$ cat config.mk
export PLATFORM = sky130hd
export DESIGN_NAME = instr_buffer_ctrl
export DESIGN_NICKNAME = d
export VERILOG_FILES = /design/src/rtl/instr_buffer_ctrl.sv
export SDC_FILE = /design/constraint.sdc
export NUM_CORES = 1
export LEC_CHECK = 0
export CORE_MARGIN = 2
export CORE_UTILIZATION = 38
export DETAILED_ROUTE_END_ITERATION = 8
export PLACE_DENSITY = 0.81
export SYNTH_ARGS = -nofsm -noshare
export SYNTH_HDL_FRONTEND = slang
export SYNTH_SLANG_ARGS = --single-unit
$ cat constraint.sdc
create_clock -name clk -period 2.05 [get_ports clk]
set_clock_uncertainty 0.05 [all_clocks]
set_input_delay 0.41 -clock clk [delete_from_list [all_inputs] [get_ports clk]]
set_output_delay 0.41 -clock clk [all_outputs]
set_load 0.01 [all_outputs]
$ cat src/rtl/instr_buffer_ctrl.sv
// rtl/instr_buffer_ctrl.sv - fill/drain sequencer for a passive instruction buffer
// Optional multi-pass drain enabled by defining IBC_REPEAT_EN.
module instr_buffer_ctrl #(
    parameter int IW = 32,
    parameter int BS = 16,
    localparam int AW = $clog2(BS)
) (
    input  logic          clk,
    input  logic          rst,
`ifdef IBC_REPEAT_EN
    input  logic [7:0]    repeat_cnt,
`endif
    input  logic          in_valid,
    output logic          in_ready,
    input  logic [IW-1:0] in_instr,
    input  logic          abort,
    output logic [AW-1:0] buf_idx,
    output logic          buf_we,
    output logic [IW-1:0] buf_wdata,
    input  logic [IW-1:0] buf_rdata,
    output logic          out_valid,
    input  logic          out_ready,
    output logic [IW-1:0] out_instr,
    output logic [AW-1:0] out_idx,
    output logic [AW:0]   count,
    output logic          busy,
    output logic          done
);

    typedef enum logic [1:0] {S_FILL, S_DRAIN, S_DONE} state_t;

    localparam logic [AW:0] LAST_SLOT = (AW+1)'(BS - 1);
    localparam logic [AW:0] ONE       = (AW+1)'(1);

    state_t        state, state_nx;
    logic [AW:0]   cnt_q;
    // rd_cnt carries one extra bit so a full buffer is distinguishable from empty
    logic [AW:0]   rd_cnt;
    logic [AW:0]   rd_eff;
    logic          out_valid_q;
    logic [IW-1:0] out_instr_q;
    logic [AW-1:0] out_idx_q;
    logic          more;
    logic          wrap;
    logic          wrap_ok;
    logic          load;

`ifdef IBC_REPEAT_EN
    logic [7:0]    rep_left;
    assign wrap_ok = (rep_left != 8'd0);
`else
    assign wrap_ok = 1'b0;
`endif

    always_comb begin
        state_nx  = state;
        in_ready  = 1'b0;
        buf_we    = 1'b0;
        buf_idx   = '0;
        buf_wdata = '0;
        more      = 1'b0;
        wrap      = 1'b0;
        rd_eff    = rd_cnt;
        load      = 1'b0;
        case (state)
            S_FILL: begin
                in_ready  = 1'b1;
                buf_idx   = cnt_q[AW-1:0];
                buf_wdata = in_instr;
                buf_we    = in_valid && (in_instr != '0) && !abort;
                if (in_valid) begin
                    if (in_instr != '0) begin
                        if (cnt_q == LAST_SLOT)
                            state_nx = S_DRAIN;
                    end else begin
                        state_nx = (cnt_q != '0) ? S_DRAIN : S_DONE;
                    end
                end
            end
            S_DRAIN: begin
                more    = (rd_cnt != cnt_q);
                // Restart the pass in the same cycle the last entry goes out
                wrap    = !more && wrap_ok;
                rd_eff  = wrap ? '0 : rd_cnt;
                buf_idx = rd_eff[AW-1:0];
                load    = (more || wrap) && (!out_valid_q || out_ready);
                if (out_valid_q && out_ready && !more && !wrap)
                    state_nx = S_DONE;
            end
            S_DONE: begin
                state_nx = S_FILL;
            end
            default: state_nx = S_FILL;
        endcase
        if (abort)
            state_nx = S_FILL;
    end

    always_ff @(posedge clk or posedge rst) begin
        if (rst) begin
            state       <= S_FILL;
            cnt_q       <= '0;
            rd_cnt      <= '0;
            out_valid_q <= 1'b0;
            out_instr_q <= '0;
            out_idx_q   <= '0;
`ifdef IBC_REPEAT_EN
            rep_left    <= 8'd0;
`endif
        end else begin
            state <= state_nx;
            if (abort) begin
                cnt_q       <= '0;
                rd_cnt      <= '0;
                out_valid_q <= 1'b0;
`ifdef IBC_REPEAT_EN
                rep_left    <= 8'd0;
`endif
            end else begin
                case (state)
                    S_FILL: begin
                        if (in_valid && (in_instr != '0))
                            cnt_q <= cnt_q + ONE;
`ifdef IBC_REPEAT_EN
                        if (state_nx == S_DRAIN)
                            rep_left <= repeat_cnt;
`endif
                    end
                    S_DRAIN: begin
                        if (load) begin
                            out_instr_q <= buf_rdata;
                            out_idx_q   <= rd_eff[AW-1:0];
                            rd_cnt      <= rd_eff + ONE;
                            out_valid_q <= 1'b1;
`ifdef IBC_REPEAT_EN
                            if (wrap)
                                rep_left <= rep_left - 8'd1;
`endif
                        end else if (out_ready) begin
                            out_valid_q <= 1'b0;
                        end
                    end
                    S_DONE: begin
                        cnt_q  <= '0;
                        rd_cnt <= '0;
                    end
                    default: ;
                endcase
            end
        end
    end

    assign out_valid = out_valid_q;
    assign out_instr = out_instr_q;
    assign out_idx   = out_idx_q;
    assign count     = cnt_q;
    assign busy      = (state != S_FILL);
    assign done      = (state == S_DONE);

endmodule

# == Word-level counts from Yosys, hierarchy flattened ==
# Cells that the tools add are included.
# op_classes
add_sub_neg,2
eq_ne,9
n_mux,22
n_bitwise,1
n_reduce_logical,22
# ops
op,n
32-bit 2-to-1 mux,1
32-bit nonzero test,1
5-bit 2-to-1 mux,4
5-bit case mux with 2 select lines,2
2-bit 2-to-1 mux,6
3-bit inequality test (second input constant),4
5-bit by 1-bit adder with 5-bit output (second input constant),2
3-bit nonzero test,3
4-bit case mux with 2 select lines,1
1-bit 2-to-1 mux,7
2-bit AND reduction,3
3-bit AND reduction,2
5-bit by 4-bit equality test with 1-bit output (second input constant),1
1-bit logical AND,5
5-bit inequality test,1
5-bit nonzero test,1
4-bit inequality test (second input constant),1
2-bit case mux with 2 select lines,1
2-bit nonzero test,2
1-bit logical NOT,3
2-bit by 1-bit equality test with 1-bit output (second input constant),1
2-bit equality test (second input constant),1
2-bit logical NOT,1
1-bit logical OR,1
1-bit NOT,1
# word_totals
ff_bits,49
word_cells,62

# == Longest topological paths before layout ==
# Gate-level depths: netlist of run 1.
# depth
ltp_word,7
mapped_depth,6
mapped_depth_nobuf,5

# == Worst setup path after synthesis of run 1 ==
# No wires, ideal clock.
# synth_path
path_kind,register to register
from,"reg cnt_q[2], in the netlist count[2]"
to,"reg out_idx_q[0], in the netlist out_idx[0]"
arrival_time_ps,1582
required_ps,1875
stages_incl_launch_ff,7
slack_ps,293
synth_period_minus_slack_ps,1757
path_buffers,1
cell_sequence,dfrtp_1 > xnor2_1 > nand3_2 > o21ba_2 > nand2_4 > buf_6 > mux2_4
# synth_via
elab_chain_cells,4
# synth_rtl
item,line,source
start: declaration,36,logic [AW:0] cnt_q;
start signal: assignment,123,cnt_q <= cnt_q + ONE;
5-bit inequality test,81,more = (rd_cnt != cnt_q);
1-bit logical AND,86,load = (more || wrap) && (!out_valid_q || out_ready);
1-bit 2-to-1 mux,65,case (state)
3-bit AND reduction (no source line),--,
end signal: assignment,132,out_idx_q <= rd_eff[AW-1:0];
end: declaration,42,logic [AW-1:0] out_idx_q;
# No other way between the ends.
# A chain may end at the register's enable or synchronous reset.

# == Final worst setup path of run 1 ==
# layout_path
from,in in_instr[17]
to,reg state[0]
# layout_via
elab_chain_cells,5
# layout_rtl
item,line,source
start: declaration,15,"input logic [IW-1:0] in_instr,"
32-bit nonzero test *,72,if (in_instr != '0) begin
2-bit 2-to-1 mux,72,
2-bit 2-to-1 mux,71,if (in_valid) begin
2-bit case mux with 2 select lines,65,
2-bit 2-to-1 mux,95,if (abort)
end signal: assignment,111,state <= state_nx;
end: declaration,35,"state_t state, state_nx;"
# Mark *: on every way between the ends. The rest lies on a longest branch, timed or not. The select of a mux whose other input is x is not followed.

==> results of run 1 <==
-- power groups by stage --
stage               Sequential [mW]  Combinational, mW  Clock (mW)
finish                        0.977              0.316       0.818
global route                  0.978              0.344       0.880
CTS                           0.977              0.323       0.838
detailed placement            0.996              0.352           0
global placement              0.996              0.347           0
floorplan                     0.997             0.0986           0
-- layout by cell type, fill, tap and decap left out, types with 4 or more instances in the layout --
master / n
a21oi_1: 5
and2_1: 32
buf_4: 18
clkbuf_2: 14
clkbuf_8: 5
clkdlybuf4s15_1: 11
clkdlybuf4s50_1: 78
dfrtp_1: 49
dlygate4sd2_1: 32
dlymetal6s2s_1: 12
ha_1: 4
inv_1: 6
mux2_1: 6
mux2_4: 30
mux2i_1: 6
nand2_1: 6
nand3_1: 5
nor2_1: 14
nor4_2: 6
or3_1: 4
xnor2_1: 6
-- timing repair --
action | in CTS | in global routing
resized for setup | 94 | 43
setup buffers | 8 | 0
pin swaps | 12 | 10
endpoints found under the setup margin | 39 | 15
-- flip-flops by register name, summed over array words and instances, names as in the netlist --
signal,flops
out_instr,32
count,5
rd_cnt,5
out_idx,4
state,2
out_valid,1
-- final cells by class --
cell class / count / area (um^2)
fillers: 539 / 2205
repair buffers: 175 / 1657
multi-input cells: 155 / 1368
clock buffers: 5 / 68.82
flip-flops and latches: 49 / 1226
inverters: 7 / 26.28
well taps: 80 / 100.1
clock inverters: 3 / 68.82
-- cell families (layout without fill, tap and decap cells) --
family,count (synthesis),after routing
xor gates and xnor gates,7,7
and+or+nand+nor,85,85
muxes,42,42
adders and majority gates,4,4
DFF,49,49
buffers and inverters,16,190
AOI/OAI and AO/OA,17,17
-- cell usage after synthesis, types with 3 or more instances --
library cell / n / area share (%)
inv_1: 7 / 1.0
mux2_4: 30 / 17
nor2_1: 16 / 2.3
dfrtp_1: 49 / 47
ha_1: 4 / 1.9
and2_1: 32 / 7.7
o21ai_1: 3 / 0.58
mux2i_1: 6 / 2.3
mux2_1: 6 / 2.6
or3_1: 4 / 0.96
a21oi_1: 5 / 0.96
xnor2_1: 6 / 2.0
nand3_1: 5 / 0.96
nor4_1: 8 / 1.9
buf_6: 3 / 1.3
nand2_1: 6 / 0.86
clkbuf_1: 3 / 0.43
-- path summary, 6_finish.rpt --
kind                       depth (start not counted)             to  slack [ns]          from
max                                               14       state[0]       -0.07  in_instr[17]
min                                                2  out_instr[19]        0.32           rst
max reg2reg                                        6   out_instr[3]        0.17     rd_cnt[0]
min reg2reg                                        1   out_instr[0]        0.45  out_instr[0]
max in group asynchronous                          3   out_instr[9]        1.16           rst
min in group clk                                   1   out_instr[0]        0.45  out_instr[0]
-- metal layers --
metal	vias up	part of all wire, %
li1	1102	-
met1	1081	39
met2	93	51
met3	18	6.7
met4	0	2.9
met5	-	0
-- worst max-delay path: cells and delay by family --
family	cells	cell delay (ns)
muxes	1	0.19
and+or+nand+nor	3	0.61
buffers and inverters	9	0.96
AOI/OAI and AO/OA	1	0.08
==> impl_metrics.csv, run 1 <==
group,metric,value,unit
run_status,outcome,"finished with violations",
run_status,violations,"setup timing",
placed_design,dp.cells,459,
sta,hold_viol,0,
power_and_ir_drop,power,2.111,mW
worst_setup_path,cp_data_arrival_time,2.25,ns
power_and_ir_drop,power.switching,0.4653,mW
run,maxCapViolCount,0,
die,die_h,86.80,um
synthesis,synth.cell_area,0.002605,mm^2
clocking,cts_tree,"yes",
sta,finalCriticalPeriod,2.117,ns
clocking,clkTransAtPathRegs,0.09,ns
global_route,use_met1,22.95,%
worst_setup_path,critPathCaptureType,"flop",
global_route,grt_pass1_vias,2430,
placed_design,dp_hpwl,5557,um
sta,slew-limit-headroom,77.56,%
finish,instances_no_fill,474,
route,detail_route.wl_per_cell,15.54,um
finish,layout-drive-gt1-share,24.62,%
worst_setup_path,crit_chain,"clkdlybuf4s15_1 -> nor4_2 -> nand4_1 -> nor2_2 -> buf_4 -> buf_4 -> buf_4 -> buf_4 -> buf_4 -> buf_4 -> buf_4 -> buf_6 -> mux2i_1 -> o22ai_1",
finish,finalInstanceArea,0.004514,mm^2
worst_setup_path,critPathMostFrequentCell,"buf_4",
route,wl,7367,um
worst_setup_path,crit_path_start_kind,"input pin",
placed_design,placed_area,0.004317,mm^2
synthesis,synth-seq-area-share,47.07,%
finish,syn_to_final_growth,73.29,%
die,design.core.area,0.006719,mm^2
clocking,cts_buffer_depth,2,
placed_design,portBuffers,150,
global_route,grt_max_degree,26,
route,ant_nets,0,
synthesis,synth_nets,293,
die,rows,30,
sta,max_freq,472.4,MHz
power_and_ir_drop,seqPwrFrac,46.3,%
clocking,numCtsBuffers,5,
sta,final.setup.worst_slack,-0.06706,ns
die,pin_count,151,
synthesis,yosys_register_bits,49,
power_and_ir_drop,peakVddDrop,0.0004370,V
sta,tns,-0.06706,ns
synthesis,synth_top_family_by_area,"multiplexers",
power_and_ir_drop,clkPwrFrac,38.8,%
worst_setup_path,crit_required,2.18,ns
power_and_ir_drop,internal_power,1.645,mW
synthesis,synth_fa_ha_area_share,1.921,%
sta,min_period_over_period,103.3,%
global_route,busiest_layer,"met2",
global_route,gr-total-overflow,0,
synthesis,synthArstFlopShare,100.0,%
clocking,cts-hold-fix-buffers,0,
placed_design,post-place-ws,-0.5757,ns
worst_setup_path,crit_fanout,2,
die,dieArea,0.007533,mm^2
sta,finalSetupViolCount,1,
placed_design,place.gp.congestion,0.7686,
sta,rsz0062_at_grt,"yes",
die,chipWidth,86.80,um
clocking,clkLatencyLatePin,0.30,ns
die,initial_core_util,38.77,%
power_and_ir_drop,p_leak,2.267,nW
clocking,root_buffer,"clkbuf_8",
finish,fin_util,67.19,%
sta,tightestPinTransition,0.3366,ns
global_route,grt.total_usage,19.68,%
finish,num_antenna_cells,0,
global_route,grt_pass1_wl,11830,um
global_route,grt_use_met3,4.286,%
power_and_ir_drop,combPwrFrac,15.0,%
synthesis,yosys.area_share.simple,18.88,%
min_path,hp-class,"in -> async",
synthesis,synth_compound_area_share,4.179,%
global_route,antenna_found_initial,0,
power_and_ir_drop,swShare,22.05,%
synthesis,ys_warn_count,0,
synthesis,synth-xor-area-share,2.354,%
synthesis,netlist_instances,220,
sta,slew_viol_final,0,
worst_setup_path,cpPeakStageDelay,0.28,ns
route,via_per_inst,4.840,
sta,holdWs,0.3158,ns
power_and_ir_drop,powerDensity,467.5,mW/mm^2
worst_setup_path,critPathKind,"in -> reg",
route,firstDrtPassIters,4,
route,num_vias,2294,
clocking,cts_htree_levels,2,
route,drc_errors,0,
clocking,cts_sinks,49,
route,drt_first_iter_violations,108,
synthesis,synth-main-ff-cell,"dfrtp_1",
worst_setup_path,slowest_stage,"nor4_2",
global_route,grtUsageMet2,35.39,%
synthesis,synth_edf_count,0,
synthesis,synth_cell_types,39,
synthesis,muxShareOfSynthArea,22.19,%
synthesis,synth.avg_cell_area,11.84,um^2
finish,nNetsFinal,466,
(Power assumes the default switching activity.)
==> run 2: changes to the inputs <==
SETUP_SLACK_MARGIN = 0.15   (was unset)
SKIP_LAST_GASP = 1   (was unset)
==> run 2 against run 1 <==
Effect of this change: the flow still finishes with violations (setup timing); wire length up 7.5%; sequential power about the same; first-iteration DRC count down 10%; maximum frequency up 2.2%; global-route usage up 0.48 points; worst hold slack worse by 0.0010 ns; die area unchanged; total power up 1.2%; sequential cell count unchanged; cell area up 2.4%; clock power up 0.6%; core utilization up 1.6 points.
==> impl_metrics.csv, run 2 (synthesis gave the netlist of run 1 again) <==
group,metric,value,unit
route,via_per_inst,4.862,
clocking,cts_buffer_depth,2,
run_status,outcome,"finished with violations",
die,design.core.area,0.006719,mm^2
clocking,cts_sinks,49,
sta,max_freq,482.8,MHz
sta,rsz0062_at_grt,"yes",
global_route,grt_max_degree,26,
finish,layout-drive-gt1-share,36.70,%
finish,largest_reg_flops,32,
route,drc_errors,0,
global_route,grt.total_usage,20.16,%
finish,fin_util,68.79,%
finish,syn_to_final_growth,77.43,%
worst_setup_path,crit-reg2reg-launch,"rd_cnt[2]",
route,ant_nets,0,
die,chipWidth,86.80,um
worst_setup_path,critPathKind,"in -> reg",
worst_setup_path,critPathCaptureType,"flop",
worst_setup_path,reg2reg_slack,0.22,ns
sta,finalCriticalPeriod,2.071,ns
die,die_h,86.80,um
power_and_ir_drop,swShare,22.45,%
power_and_ir_drop,combPwrFrac,15.7,%
run,maxCapViolCount,0,
worst_setup_path,crit_path_end,"state[0]",
die,pin_count,151,
die,initial_core_util,38.77,%
worst_setup_path,r2r_cells,6,
placed_design,place.gp.congestion,0.7686,
worst_setup_path,cpPeakStageDelay,0.28,ns
worst_setup_path,crit_buf_inv,10,
worst_setup_path,cp_data_arrival_time,2.20,ns
placed_design,portBuffers,150,
sta,min_period_over_period,101.0,%
power_and_ir_drop,clkPwrFrac,38.5,%
route,detail_route.wl_per_cell,16.30,um
global_route,antenna_found_initial,0,
power_and_ir_drop,internal_power,1.656,mW
worst_setup_path,slowest_stage,"nor4_2",
sta,final.setup.worst_slack,-0.02142,ns
power_and_ir_drop,seqPwrFrac,45.8,%
sta,slew_viol_final,0,
power_and_ir_drop,powerDensity,462.0,mW/mm^2
worst_setup_path,startpoint,"in_instr[10]",
die,dieArea,0.007533,mm^2
worst_setup_path,crit_fanout,2,
finish,nNetsFinal,478,
sta,holdWs,0.3148,ns
sta,hold_viol,0,
sta,slew-limit-headroom,76.64,%
die,rows,30,
power_and_ir_drop,p_leak,2.249,nW
route,drt_first_iter_violations,97,
finish,final_common_cell,"clkdlybuf4s50_1",
sta,tightestPinTransition,0.3504,ns
clocking,root_buffer,"clkbuf_8",
min_path,hp-class,"in -> async",
route,firstDrtPassIters,4,
clocking,cts-hold-fix-buffers,0,
finish,num_antenna_cells,0,
clocking,cts_htree_levels,2,
global_route,grt_pass1_vias,2542,
clocking,clkLatencyLatePin,0.30,ns
clocking,cts_tree,"yes",
worst_setup_path,cp_num_cells,15,
clocking,clkTransAtPathRegs,0.09,ns
route,wl,7922,um
clocking,numCtsBuffers,5,
worst_setup_path,critPathMostFrequentCell,"buf_6",
worst_setup_path,r2r_end,"out_instr[3]",
run_status,violations,"setup timing",
global_route,grt_pass1_wl,12190,um
worst_setup_path,crit_chain,"buf_6 -> nor4_2 -> nand4_1 -> nor2_2 -> buf_4 -> buf_6 -> buf_6 -> buf_6 -> buf_6 -> buf_6 -> buf_6 -> buf_6 -> buf_6 -> mux2i_1 -> o22ai_1",
placed_design,dp_hpwl,5557,um
worst_setup_path,crit_required,2.18,ns
power_and_ir_drop,peakVddDrop,0.0004438,V
route,num_vias,2363,
finish,layout_common_cells,"78 x clkdlybuf4s50_1, 45 x dfrtp_1, 30 x mux2_4",
global_route,gr-total-overflow,0,
finish,fillers,508,
worst_setup_path,crit_path_start_kind,"input pin",
sta,finalSetupViolCount,1,
power_and_ir_drop,power.switching,0.4793,mW
worst_setup_path,path_delay_family,"buffers and inverters",
-- run 2: cell type report --
| cell class | instances | area [um^2] | area share (%) |
|---|---|---|---|
| multi-input combinational | 155 | 1406 | 30.43 |
| clock buffer | 5 | 68.82 | 1.489 |
| timing repair buffer | 187 | 1720 | 37.22 |
| inverter | 7 | 26.28 | 0.5685 |
| tap | 80 | 100.1 | 2.166 |
| clock inverter | 3 | 68.82 | 1.489 |
| sequential | 49 | 1231 | 26.64 |
-- run 2: repair_timing --
action	4_1_cts	5_1_grt
setup endpoints to repair	44	64
cloned	2	1
buffers inserted	12	4
resized for setup	199	65
pin swaps	13	12
-- run 2: worst min-delay path by stage --
stage	from	end	slack, ns
final	rst	out_instr[19]	0.31
after global routing	rst	out_instr[19]	0.34
after CTS	rst	out_instr[19]	0.32
after floorplan	abort	out_valid	0.43
after global placement	out_instr[2]	out_instr[2]	0.43
after detailed placement	out_instr[0]	out_instr[0]	0.43
-- run 2: power groups by stage --
stage	sequential [mW]	clock (mW)	combinational, mW
detailed placement	0.996	0	0.352
global placement	0.996	0	0.347
floorplan	0.997	0	0.0986
global route	0.978	0.882	0.362
finish	0.977	0.823	0.336
CTS	0.977	0.838	0.317
-- run 2: metal layers --
layer | global-route usage, % | up-vias | routed length (um) | share of wire, %
li1 | - | 1123 | - | -
met1 | 24.10 | 1131 | 3157 | 40
met2 | 36.29 | 93 | 4109 | 52
met3 | 4.000 | 16 | 475 | 6.0
met4 | 6.108 | 0 | 179 | 2.3
met5 | 0 | - | 0 | 0
-- run 2: per-stage QoR --
stage               instance area [um^2]  total power, mW  setup WS, ns  std cells   TNS, ns
floorplan                           2605            1.096        0.2928        220         0
global placement                    4317            1.343       -0.4475        459   -0.7918
detailed placement                  4317            1.349       -0.5757        459    -1.723
CTS                                 4516            2.133      -0.09298        481  -0.09298
global route                        4622            2.222       -0.1057        486   -0.1686
finish                              4622            2.135      -0.02142        486  -0.02142
